<file path="src/rtl/elevator_request_scheduler_pkg.sv">
// Shared constants and the scheduler state type for the elevator request scheduler.
package elevator_pkg;

  localparam int unsigned NUM_FLOORS         = 11;
  localparam int unsigned FLOOR_W            = 4;
  localparam int unsigned TRAVEL_TIMEOUT_DEF = 4096;

  typedef enum logic [2:0] {
    IDLE,
    SELECT,
    DISPATCH,
    TRAVEL,
    SERVICE,
    HALT
  } sched_state_t;

endpackage

</file>
<file path="src/rtl/elevator_request_scheduler_if.sv">
// Button, car-position and dispatch signals between the scheduler, the debouncers and the motion FSM.
interface elevator_request_scheduler_if #(
  parameter int unsigned NUM_FLOORS = elevator_pkg::NUM_FLOORS,
  parameter int unsigned FLOOR_W    = elevator_pkg::FLOOR_W
);

  logic [NUM_FLOORS-1:0] hall_call_pulse;
  logic [NUM_FLOORS-1:0] car_call_pulse;
  logic [FLOOR_W-1:0]    current_floor;
  logic                  at_floor;
  logic                  dispatch_ready;
  logic                  service_done;
  logic                  emergency;
  logic                  power_on;
  logic                  target_valid;
  logic [FLOOR_W-1:0]    target_floor;
  logic                  target_up;
  logic [NUM_FLOORS-1:0] hall_call_lights;
  logic [NUM_FLOORS-1:0] car_call_lights;
  logic                  sched_busy;
  logic                  fault;

  modport master (
    input  hall_call_pulse, car_call_pulse, current_floor, at_floor,
           dispatch_ready, service_done, emergency, power_on,
    output target_valid, target_floor, target_up, hall_call_lights,
           car_call_lights, sched_busy, fault
  );

  modport slave (
    output hall_call_pulse, car_call_pulse, current_floor, at_floor,
           dispatch_ready, service_done, emergency, power_on,
    input  target_valid, target_floor, target_up, hall_call_lights,
           car_call_lights, sched_busy, fault
  );

endinterface

</file>
<file path="src/rtl/elevator_request_scheduler_picker.sv">
// Combinational LOOK helper: nearest pending floor above/below the car and the direction to take.
module floor_request_picker #(
  parameter int unsigned NUM_FLOORS = 11,
  parameter int unsigned FLOOR_W    = 4
) (
  input  logic [NUM_FLOORS-1:0] pending,
  input  logic [FLOOR_W-1:0]    current_floor,
  input  logic                  dir_up,
  output logic                  found_above,
  output logic [FLOOR_W-1:0]    nearest_above,
  output logic                  found_below,
  output logic [FLOOR_W-1:0]    nearest_below,
  output logic                  here,
  output logic                  go_up,
  output logic                  go_down
);

  // Ascending scan: first hit above is the lowest, last hit below is the highest.
  always_comb begin
    found_above   = 1'b0;
    nearest_above = '0;
    found_below   = 1'b0;
    nearest_below = '0;
    here          = 1'b0;
    for (int i = 0; i < int'(NUM_FLOORS); i++) begin
      if (pending[i]) begin
        if (FLOOR_W'(i) > current_floor) begin
          if (!found_above) begin
            found_above   = 1'b1;
            nearest_above = FLOOR_W'(i);
          end
        end else if (FLOOR_W'(i) < current_floor) begin
          found_below   = 1'b1;
          nearest_below = FLOOR_W'(i);
        end else begin
          here = 1'b1;
        end
      end
    end
  end

  // Keep the current sweep direction; reverse only when nothing remains ahead.
  always_comb begin
    go_up   = found_above && (dir_up || !found_below);
    go_down = found_below && (!dir_up || !found_above);
  end

endmodule

</file>
<file path="src/rtl/elevator_request_scheduler.sv">
// LOOK request scheduler: latches calls, selects the next floor and hands it to the motion FSM.
module elevator_request_scheduler #(
  parameter int unsigned NUM_FLOORS     = elevator_pkg::NUM_FLOORS,
  parameter int unsigned FLOOR_W        = elevator_pkg::FLOOR_W,
  parameter int unsigned TRAVEL_TIMEOUT = elevator_pkg::TRAVEL_TIMEOUT_DEF
) (
  input logic                          clock,
  input logic                          reset,
  elevator_request_scheduler_if.master bus
);

  import elevator_pkg::*;

  localparam int unsigned TMR_W = $clog2(TRAVEL_TIMEOUT + 1);

  sched_state_t          r_state;
  logic                  r_dir_up;
  logic [NUM_FLOORS-1:0] r_hall_req;
  logic [NUM_FLOORS-1:0] r_car_req;
  logic                  r_target_valid;
  logic [FLOOR_W-1:0]    r_target_floor;
  logic                  r_target_up;
  logic                  r_busy;
  logic                  r_fault;
  logic [TMR_W-1:0]      r_timer;

  logic [NUM_FLOORS-1:0] w_pending;
  logic [NUM_FLOORS-1:0] w_clr;
  logic [NUM_FLOORS-1:0] w_hall_next;
  logic [NUM_FLOORS-1:0] w_car_next;
  logic                  w_pending_next_any;
  logic                  w_halt_req;
  logic                  w_found_above;
  logic                  w_found_below;
  logic                  w_here;
  logic                  w_any;
  logic                  w_go_up;
  logic                  w_go_down;
  logic [FLOOR_W-1:0]    w_nearest_above;
  logic [FLOOR_W-1:0]    w_nearest_below;

  // Clear beats a same-cycle set; losing power drops every car call, pulses included.
  always_comb begin
    w_clr              = bus.service_done ? (NUM_FLOORS'(1) << r_target_floor) : '0;
    w_hall_next        = (r_hall_req | bus.hall_call_pulse) & ~w_clr;
    w_car_next         = bus.power_on ? ((r_car_req | bus.car_call_pulse) & ~w_clr) : '0;
    w_pending          = r_hall_req | r_car_req;
    w_pending_next_any = |(w_hall_next | w_car_next);
    w_halt_req         = bus.emergency || !bus.power_on;
    w_any              = w_found_above || w_found_below || w_here;
  end

  floor_request_picker #(
    .NUM_FLOORS (NUM_FLOORS),
    .FLOOR_W    (FLOOR_W)
  ) u_picker (
    .pending       (w_pending),
    .current_floor (bus.current_floor),
    .dir_up        (r_dir_up),
    .found_above   (w_found_above),
    .nearest_above (w_nearest_above),
    .found_below   (w_found_below),
    .nearest_below (w_nearest_below),
    .here          (w_here),
    .go_up         (w_go_up),
    .go_down       (w_go_down)
  );

  always_ff @(posedge clock or posedge reset) begin
    if (reset) begin
      r_hall_req <= '0;
      r_car_req  <= '0;
    end else begin
      r_hall_req <= w_hall_next;
      r_car_req  <= w_car_next;
    end
  end

  // Scheduler FSM; emergency or power loss overrides every state.
  always_ff @(posedge clock or posedge reset) begin
    if (reset) begin
      r_state        <= IDLE;
      r_dir_up       <= 1'b1;
      r_target_valid <= 1'b0;
      r_target_floor <= '0;
      r_target_up    <= 1'b1;
      r_busy         <= 1'b0;
      r_fault        <= 1'b0;
      r_timer        <= '0;
    end else if (w_halt_req) begin
      r_state        <= HALT;
      r_target_valid <= 1'b0;
      r_busy         <= 1'b0;
    end else begin
      case (r_state)
        IDLE: begin
          if (w_pending != '0) begin
            r_state <= SELECT;
            r_busy  <= 1'b1;
          end
        end
        SELECT: begin
          if (!w_any) begin
            r_state <= IDLE;
            r_busy  <= 1'b0;
          end else begin
            r_state        <= DISPATCH;
            r_target_valid <= 1'b1;
            if (w_go_up) begin
              r_target_floor <= w_nearest_above;
              r_dir_up       <= 1'b1;
              r_target_up    <= 1'b1;
            end else if (w_go_down) begin
              r_target_floor <= w_nearest_below;
              r_dir_up       <= 1'b0;
              r_target_up    <= 1'b0;
            end else begin
              r_target_floor <= bus.current_floor;
              r_target_up    <= 1'b1;
            end
          end
        end
        DISPATCH: begin
          if (r_target_valid && bus.dispatch_ready) begin
            r_state        <= TRAVEL;
            r_target_valid <= 1'b0;
            r_timer        <= '0;
          end
        end
        TRAVEL: begin
          if (bus.at_floor && (bus.current_floor == r_target_floor)) begin
            r_state <= SERVICE;
          end else if (r_timer == TMR_W'(TRAVEL_TIMEOUT - 1)) begin
            r_state <= HALT;
            r_fault <= 1'b1;
            r_busy  <= 1'b0;
          end else begin
            r_timer <= r_timer + TMR_W'(1);
          end
        end
        SERVICE: begin
          if (bus.service_done) begin
            if (w_pending_next_any) begin
              r_state <= SELECT;
            end else begin
              r_state <= IDLE;
              r_busy  <= 1'b0;
            end
          end
        end
        HALT: begin
          // A timeout fault latches the car here until reset.
          if (!r_fault) r_state <= IDLE;
        end
        default: begin
          r_state <= IDLE;
          r_busy  <= 1'b0;
        end
      endcase
    end
  end

  assign bus.target_valid     = r_target_valid;
  assign bus.target_floor     = r_target_floor;
  assign bus.target_up        = r_target_up;
  assign bus.hall_call_lights = r_hall_req;
  assign bus.car_call_lights  = r_car_req;
  assign bus.sched_busy       = r_busy;
  assign bus.fault            = r_fault;

endmodule
</file>
<file path="src/flat_wrapper.sv">
// flat-port wrapper written by rule: the top's interface ports become plain ports
module elevator_request_scheduler_flat import elevator_pkg::*;
#(
  parameter int unsigned NUM_FLOORS     = elevator_pkg::NUM_FLOORS,
  parameter int unsigned FLOOR_W        = elevator_pkg::FLOOR_W,
  parameter int unsigned TRAVEL_TIMEOUT = elevator_pkg::TRAVEL_TIMEOUT_DEF
)
  (clock, reset, bus_hall_call_pulse, bus_car_call_pulse, bus_current_floor, bus_at_floor, bus_dispatch_ready, bus_service_done, bus_emergency, bus_power_on, bus_target_valid, bus_target_floor, bus_target_up, bus_hall_call_lights, bus_car_call_lights, bus_sched_busy, bus_fault);
  elevator_request_scheduler_if #(.NUM_FLOORS(NUM_FLOORS), .FLOOR_W(FLOOR_W)) bus_i ();
  input logic clock;
  input logic reset;
  input wire logic [$bits(bus_i.hall_call_pulse)-1:0] bus_hall_call_pulse;
  input wire logic [$bits(bus_i.car_call_pulse)-1:0] bus_car_call_pulse;
  input wire logic [$bits(bus_i.current_floor)-1:0] bus_current_floor;
  input wire logic [$bits(bus_i.at_floor)-1:0] bus_at_floor;
  input wire logic [$bits(bus_i.dispatch_ready)-1:0] bus_dispatch_ready;
  input wire logic [$bits(bus_i.service_done)-1:0] bus_service_done;
  input wire logic [$bits(bus_i.emergency)-1:0] bus_emergency;
  input wire logic [$bits(bus_i.power_on)-1:0] bus_power_on;
  output wire logic [$bits(bus_i.target_valid)-1:0] bus_target_valid;
  output wire logic [$bits(bus_i.target_floor)-1:0] bus_target_floor;
  output wire logic [$bits(bus_i.target_up)-1:0] bus_target_up;
  output wire logic [$bits(bus_i.hall_call_lights)-1:0] bus_hall_call_lights;
  output wire logic [$bits(bus_i.car_call_lights)-1:0] bus_car_call_lights;
  output wire logic [$bits(bus_i.sched_busy)-1:0] bus_sched_busy;
  output wire logic [$bits(bus_i.fault)-1:0] bus_fault;
  assign bus_i.hall_call_pulse = bus_hall_call_pulse;
  assign bus_i.car_call_pulse = bus_car_call_pulse;
  assign bus_i.current_floor = bus_current_floor;
  assign bus_i.at_floor = bus_at_floor;
  assign bus_i.dispatch_ready = bus_dispatch_ready;
  assign bus_i.service_done = bus_service_done;
  assign bus_i.emergency = bus_emergency;
  assign bus_i.power_on = bus_power_on;
  assign bus_target_valid = bus_i.target_valid;
  assign bus_target_floor = bus_i.target_floor;
  assign bus_target_up = bus_i.target_up;
  assign bus_hall_call_lights = bus_i.hall_call_lights;
  assign bus_car_call_lights = bus_i.car_call_lights;
  assign bus_sched_busy = bus_i.sched_busy;
  assign bus_fault = bus_i.fault;
  elevator_request_scheduler #(.NUM_FLOORS(NUM_FLOORS), .FLOOR_W(FLOOR_W), .TRAVEL_TIMEOUT(TRAVEL_TIMEOUT)) u_core (.clock(clock), .reset(reset), .bus(bus_i));
endmodule
</file>
<file path="config.mk">
export PLATFORM = sky130hd
export DESIGN_NAME = elevator_request_scheduler_flat
export DESIGN_NICKNAME = d
export VERILOG_FILES = /design/src/rtl/elevator_request_scheduler_pkg.sv /design/src/rtl/elevator_request_scheduler_if.sv /design/src/rtl/elevator_request_scheduler_picker.sv /design/src/rtl/elevator_request_scheduler.sv /design/src/flat_wrapper.sv
export SDC_FILE = /design/constraint.sdc
export NUM_CORES = 1
export LEC_CHECK = 0
export ABC_AREA = 0
export CAP_MARGIN = 20
export CORE_ASPECT_RATIO = 1.2
export CORE_MARGIN = 1
export CORE_UTILIZATION = 47
export DETAILED_ROUTE_END_ITERATION = 8
export GPL_TIMING_DRIVEN = 0
export PLACE_DENSITY = 0.75
export SKIP_LAST_GASP = 1
export SLEW_MARGIN = 20
export SYNTH_ARGS = -nofsm -noshare
export SYNTH_HDL_FRONTEND = slang
export SYNTH_SLANG_ARGS = --single-unit
</file>
<file path="constraint.sdc">
create_clock -name clock -period 2.35 [get_ports clock]
set_input_delay 0.3525 -clock clock [delete_from_list [all_inputs] [get_ports clock]]
set_output_delay 0.3525 -clock clock [all_outputs]
set_load 0.005 [all_outputs]
</file>
## Yosys cells after proc, flatten, opt, wreduce, memory -nomap -nowiden

Index checks and enable logic that the tools add are counted.

| word-level totals | value |
|---|---|
| output and inout bits | 30 |
| flip-flop bits (word level) | 47 |
| logic and storage cells | 273 |

| cells by class | value |
|---|---|
| add/sub/neg operators | 1 |
| eq/ne operators | 21 |
| shift operators | 1 |
| reductions and logical operators | 27 |
| mux-type cells | 182 |
| bitwise operators | 9 |
| order comparisons | 22 |

Operators with widths:

| cell | number |
|---|---|
| $mux W4 | 56 |
| $mux W1 | 109 |
| $or A11 B11 Y11 | 4 |
| $mux W13 | 3 |
| $pmux W13 S2 | 1 |
| $and A11 B11 Y11 | 2 |
| $mux W11 | 2 |
| $mux W3 | 7 |
| $pmux W3 S6 | 1 |
| $gt A3 B4 Y1 const A | 4 |
| $lt A3 B4 Y1 const A | 4 |
| $add A13 B1 Y13 const B | 1 |
| $eq A13 B12 Y1 const B | 1 |
| $gt A4 B4 Y1 const A | 3 |
| $lt A4 B4 Y1 const A | 3 |
| $ne A3 B1 Y1 const B | 4 |
| $not A11 Y11 | 1 |
| $reduce_bool A11 Y1 | 1 |
| $reduce_or A11 Y1 | 1 |
| $shl A1 B4 Y11 const A | 1 |
| $reduce_and A5 Y1 | 2 |
| $ne A3 B2 Y1 const B | 3 |
| $gt A1 B4 Y1 const A | 2 |
| $gt A2 B4 Y1 const A | 2 |
| 24 further kinds | 45 |

## Longest topological paths before layout

| depth | value |
|---|---|
| depth in word-level cells | 39 |
| depth in mapped cells | 10 |

## Modules after synthesis

From an unflattened synthesis, not the netlist that was laid out.

| second synthesis, totals | value |
|---|---|
| cells, all modules | 397 |
| area, all modules | 3283.1 um^2 |

Modules (own cells, without submodules):

| module | area an instance (um^2) | cells each | instances | seq. area each (um^2) |
|---|---|---|---|---|
| elevator_request_scheduler | 2509.9 | 279 | 1 | 1178.6 |
| floor_request_picker | 773.2 | 118 | 1 | 0.0 |

## Least setup slack after synthesis

No wires, ideal clock.

| timing | value |
|---|---|
| kind | reg-to-reg |
| start point | reg u_core.r_target_floor[2] (netlist: u_core.bus.target_floor[2]) |
| end point | reg u_core.r_state[0] |
| slack | 0.030 ns |
| path buffers | 1 |
| cell stages (with the launch flop) | 9 |
| data required time | 2.225 ns |
| arrival time | 2.196 ns |
| clock period less this slack | 2.320 ns |
| path through | dfrtp_1 > buf_2 > nor3b_4 > a31oi_1 > or4_1 > nor4_1 > nor4b_2 > o311ai_1 > mux2_2 |

| on the way | value |
|---|---|
| elaborated cells between the ends (all ways) | 17 |

RTL lines:

| element | RTL line | RTL |
|---|---|---|
| start: declaration | elevator_request_scheduler.sv:21 | `logic [FLOOR_W-1:0] r_target_floor;` |
| start signal: assignment | elevator_request_scheduler.sv:110 | `r_target_floor <= w_nearest_above;` |
| start signal: assignment | elevator_request_scheduler.sv:114 | `r_target_floor <= w_nearest_below;` |
| start signal: assignment | elevator_request_scheduler.sv:118 | `r_target_floor <= bus.current_floor;` |
| $shl A1 B4 Y11 | elevator_request_scheduler.sv:44 | `w_clr = bus.service_done ? (NUM_FLOORS'(1) << r_target_floor) : '0;` |
| $mux W11 | elevator_request_scheduler.sv:44 |  |
| $not A11 Y11 | elevator_request_scheduler.sv:45 | `w_hall_next = (r_hall_req \| bus.hall_call_pulse) & ~w_clr;` |
| $and A11 B11 Y11 | elevator_request_scheduler.sv:45 |  |
| named net u_core.w_hall_next[3] | elevator_request_scheduler.sv:29 | `logic [NUM_FLOORS-1:0] w_hall_next;` |
| $or A11 B11 Y11 | elevator_request_scheduler.sv:48 | `w_pending_next_any = \|(w_hall_next \| w_car_next);` |
| $reduce_or A11 Y1 | elevator_request_scheduler.sv:48 |  |
| $mux W1 | elevator_request_scheduler.sv:143 | `if (w_pending_next_any) begin` |
| $mux W3 | elevator_request_scheduler.sv:142 | `if (bus.service_done) begin` |
| $pmux W3 S6 | elevator_request_scheduler.sv:95 | `case (r_state)` |
| $mux W3 | elevator_request_scheduler.sv:90 | `end else if (w_halt_req) begin` |
| end signal: assignment | elevator_request_scheduler.sv:91 | `r_state <= HALT;` |
| end signal: assignment | elevator_request_scheduler.sv:98 | `r_state <= SELECT;` |
| end signal: assignment | elevator_request_scheduler.sv:144 | `r_state <= SELECT;` |
| end: declaration | elevator_request_scheduler.sv:16 | `sched_state_t r_state;` |

The timed path passes the listed nets, and every way through them passes these cells. The select of a mux whose other input is x is not followed.
A chain may end at the register's enable or synchronous reset.

## Worst setup path after layout

Same ends and word-level chain as after synthesis.

==> impl_metrics.json <==
{
  "grt_pass1_vias": 3247,
  "dp_cells": 514,
  "h-tree-depth": 2,
  "crit_chain": "buf_6 -> nor3b_4 -> a21oi_1 -> or4_4 -> nor4_4 -> nor4b_4 -> o311ai_1 -> mux2_2",
  "fin_skew_ns": 0.009973,
  "violations": "negative setup slack",
  "yosys_warnings": 0,
  "r2r-start": "u_core.bus.target_floor[2]",
  "syn_area_sq_um": 3029,
  "tightest_slew_ns": 0.6749,
  "die_y_um": 89.95,
  "irDropWorstVdd_mv": 0.3821,
  "cts-root-buf": "clkbuf_8",
  "syn_area_per_cell_sq_um": 8.143,
  "final_area_sq_um": 4173,
  "ys_ff_latch": 47,
  "yosysUniqueCellTypes": 61,
  "critPathKind": "register to register",
  "hold_viol_final": 0,
  "fp.dieW_um": 75.29,
  "die_area_sq_um": 6772,
  "synth_edf_count": 0,
  "cp-end-kind": "register",
  "synth_top_area_frac": 0.3717,
  "instances_no_fill": 532,
  "ys.flop_type": "dfrtp_1",
  "relSlewSlack": 0.5453,
  "maxSlewViolCount": 0,
  "drive_gt1_frac": 0.1733,
  "finalNetCount": 483,
  "cts_tree": "yes",
  "grt_pass1_wl_mm": 16.03,
  "start_kind": "register",
  "gp_congestion": 1.040,
  "antenna_left": 0,
  "io_pins": 63,
  "grt_usage": 0.3068,
  "cts.path.max_buffers": 2,
  "hpwlAfterDp_mm": 7.232,
  "timing.final.ws_setup_ns": -0.1448,
  "cts_buffers": 5,
  "areaGrowthSynthToFinish_pct": 37.75,
  "synthCells": 372,
  "cts_sinks": 47,
  "grt_start_max_net_pins": 31,
  "drtPass1Iterations": 5,
  "drt_iter0_drc": 304,
  "antenna_found_initial": 0,
  "io_buffer_count": 59,
  "drv_cap": 0,
  "crit_family": "simple AND/OR/NAND/NOR gates",
  "clk_pin_slew_worst_paths_ns": 0.10,
  "critPathArrivalTime_ns": 2.68,
  "diodes": 0,
  "powerDensity_nw_per_um2": 558.7,
  "rsz0062_at_grt": "true",
  "fmax_ghz": 0.4008,
  "holdCritPathClass": "input port to asynchronous set/reset pin",
  "status": "complete, but fails checks",
  "seq_area_frac_synth": 0.3891,
  "synth_most_common_cell": "nor2_1",
  "totalWireLength_mm": 10.01,
  "fin_crit_sh": 1.062,
  "slowest_delay_ns": 0.58,
  "drc_errors": 0,
  "crit_start": "u_core.bus.target_floor[2]",
  "postCtsHoldBufs": 0,
  "nFillCells": 541,
  "rows": 31,
  "avgViaCountPerCell": 6.259,
  "cp_max_fo": 9,
  "start_util": 0.4943,
  "avgRoutedWirePerCell_um": 18.82,
  "clock_latency_ns": 0.30,
  "yosys.area.top_type": "dfrtp_1",
  "cp_num_buf_inv": 1,
  "core_area_sq_um": 6128,
  "final-setup-viol-count": 2,
  "overflow": 0,
  "final.min_clock_period_ns": 2.495,
  "synth_area_leaders": "dfrtp_1 37%, nor2_1 7.6%, a21oi_1 5.0%",
  "vias": 3330,
  "synth_common_cells": "61 x nor2_1, 45 x dfrtp_1, 30 x a21oi_1",
  "synth.net_count": 406,
  "async_flop_share": 1.000,
  "cpMaxStageDelayCell": "or4_4",
  "dpl_cell_area_sq_um": 3742,
  "cellLeakagePower_uw": 0.001594,
  "required_ns": 2.54
}
[final cells by class]
class	count	area (sq um)	share of cell area
Buffer	19	118.9	0.02849
Inverter	7	26.28	0.006297
Sequential cell	47	1182	0.2834
Clock buffer	5	68.82	0.01649
Tap cell	82	102.6	0.02459
Clock inverter	3	47.55	0.01139
Timing Repair Buffer	72	698.2	0.1673
Multi-Input combinational cell	297	1928	0.4621
[final timing paths]
path | endpoint | slack (ns) | cells after the start
min in group clock | u_core.bus.target_up | 0.49 | 2
max reg2reg | u_core.r_state[0] | -0.14 | 8
min | u_core.r_timer[0] | 0.35 | 2
max in group asynchronous | u_core.bus.target_up | 1.42 | 3
min reg2reg | u_core.bus.target_up | 0.49 | 2
max | u_core.r_state[0] | -0.14 | 8
[flip-flops by register name, indices dropped and copies added (netlist names)]
name                         count
u_core.r_state                   3
u_core.bus.target_up             1
u_core.r_timer                  13
u_core.r_dir_up                  1
u_core.bus.sched_busy            1
u_core.bus.target_floor          4
u_core.bus.target_valid          1
u_core.bus.hall_call_lights     11
u_core.bus.fault                 1
u_core.bus.car_call_lights      11
[worst reg2reg max path: cells and delay by family (launching register included)]
kind,cells,cell delay (ns)
and+or+nand+nor,4,1.29
DFF,1,0.40
muxes,1,0.28
AOI/OAI and AO/OA,2,0.25
buffers and inverters,1,0.17
[layout by cell type (no fill, tap or decap), drive strengths merged, types with 10 or more instances in the layout]
| cell | n |
|---|---|
| and2 | 10 |
| dfrtp | 45 |
| a21oi | 30 |
| nor3 | 13 |
| nor2 | 61 |
| a211oi | 10 |
| clkdlybuf4s50 | 57 |
| nand2 | 23 |
| xnor2 | 11 |
| buf | 24 |
| o21ai | 31 |
| clkbuf | 13 |
| a31oi | 10 |
[per-stage QoR]
step / hold WS (ns) / utilization / total power [uW] / TNS [ns] / setup slack, ns
floorplan: 0.4676 / - / 1289 / 0 / 0.02972
global placement: 0.4683 / 0.6074 / 1583 / -12.21 / -1.033
detailed placement: 0.4910 / 0.6107 / 1592 / -10.71 / -1.035
CTS: 0.3538 / 0.6574 / 2265 / -0.1721 / -0.1375
global route: 0.3780 / 0.6809 / 2436 / -0.3854 / -0.1980
finish: 0.3482 / 0.6809 / 2331 / -0.1504 / -0.1448
[power by group]
part           switching (uW)  internal, uW  total [uW]
clock                     292           323         615
combinational             390           349         739
sequential                103           874         977
total                     786          1550        2330
[cells by family after synthesis]
group,share of synthesized area
flip-flops,0.3891
AO/OA/AOI/OAI,0.2511
AND/OR/NAND/NOR,0.2660
adder cells (fa/ha/maj),0.004130
multiplexers,0.01033
buffers and inverters,0.03883
XOR/XNOR,0.04048
[routing by layer]
metal | vias up | track usage | routed length (um)
met5 | - | 0 | 0
met4 | 0 | 0.1312 | 387
met3 | 42 | 0.06166 | 791
met2 | 200 | 0.4918 | 4931
met1 | 1561 | 0.3936 | 3903
li1 | 1527 | - | -
[what timing repair did]
item	in CTS	in global routing
hold endpoints to repair	0	0
gates resized for setup	30	30
endpoints found under the setup margin	19	16
buffers inserted	4	7
gates cloned	1	0
pin swaps	5	10
(Power assumes the default switching activity.)
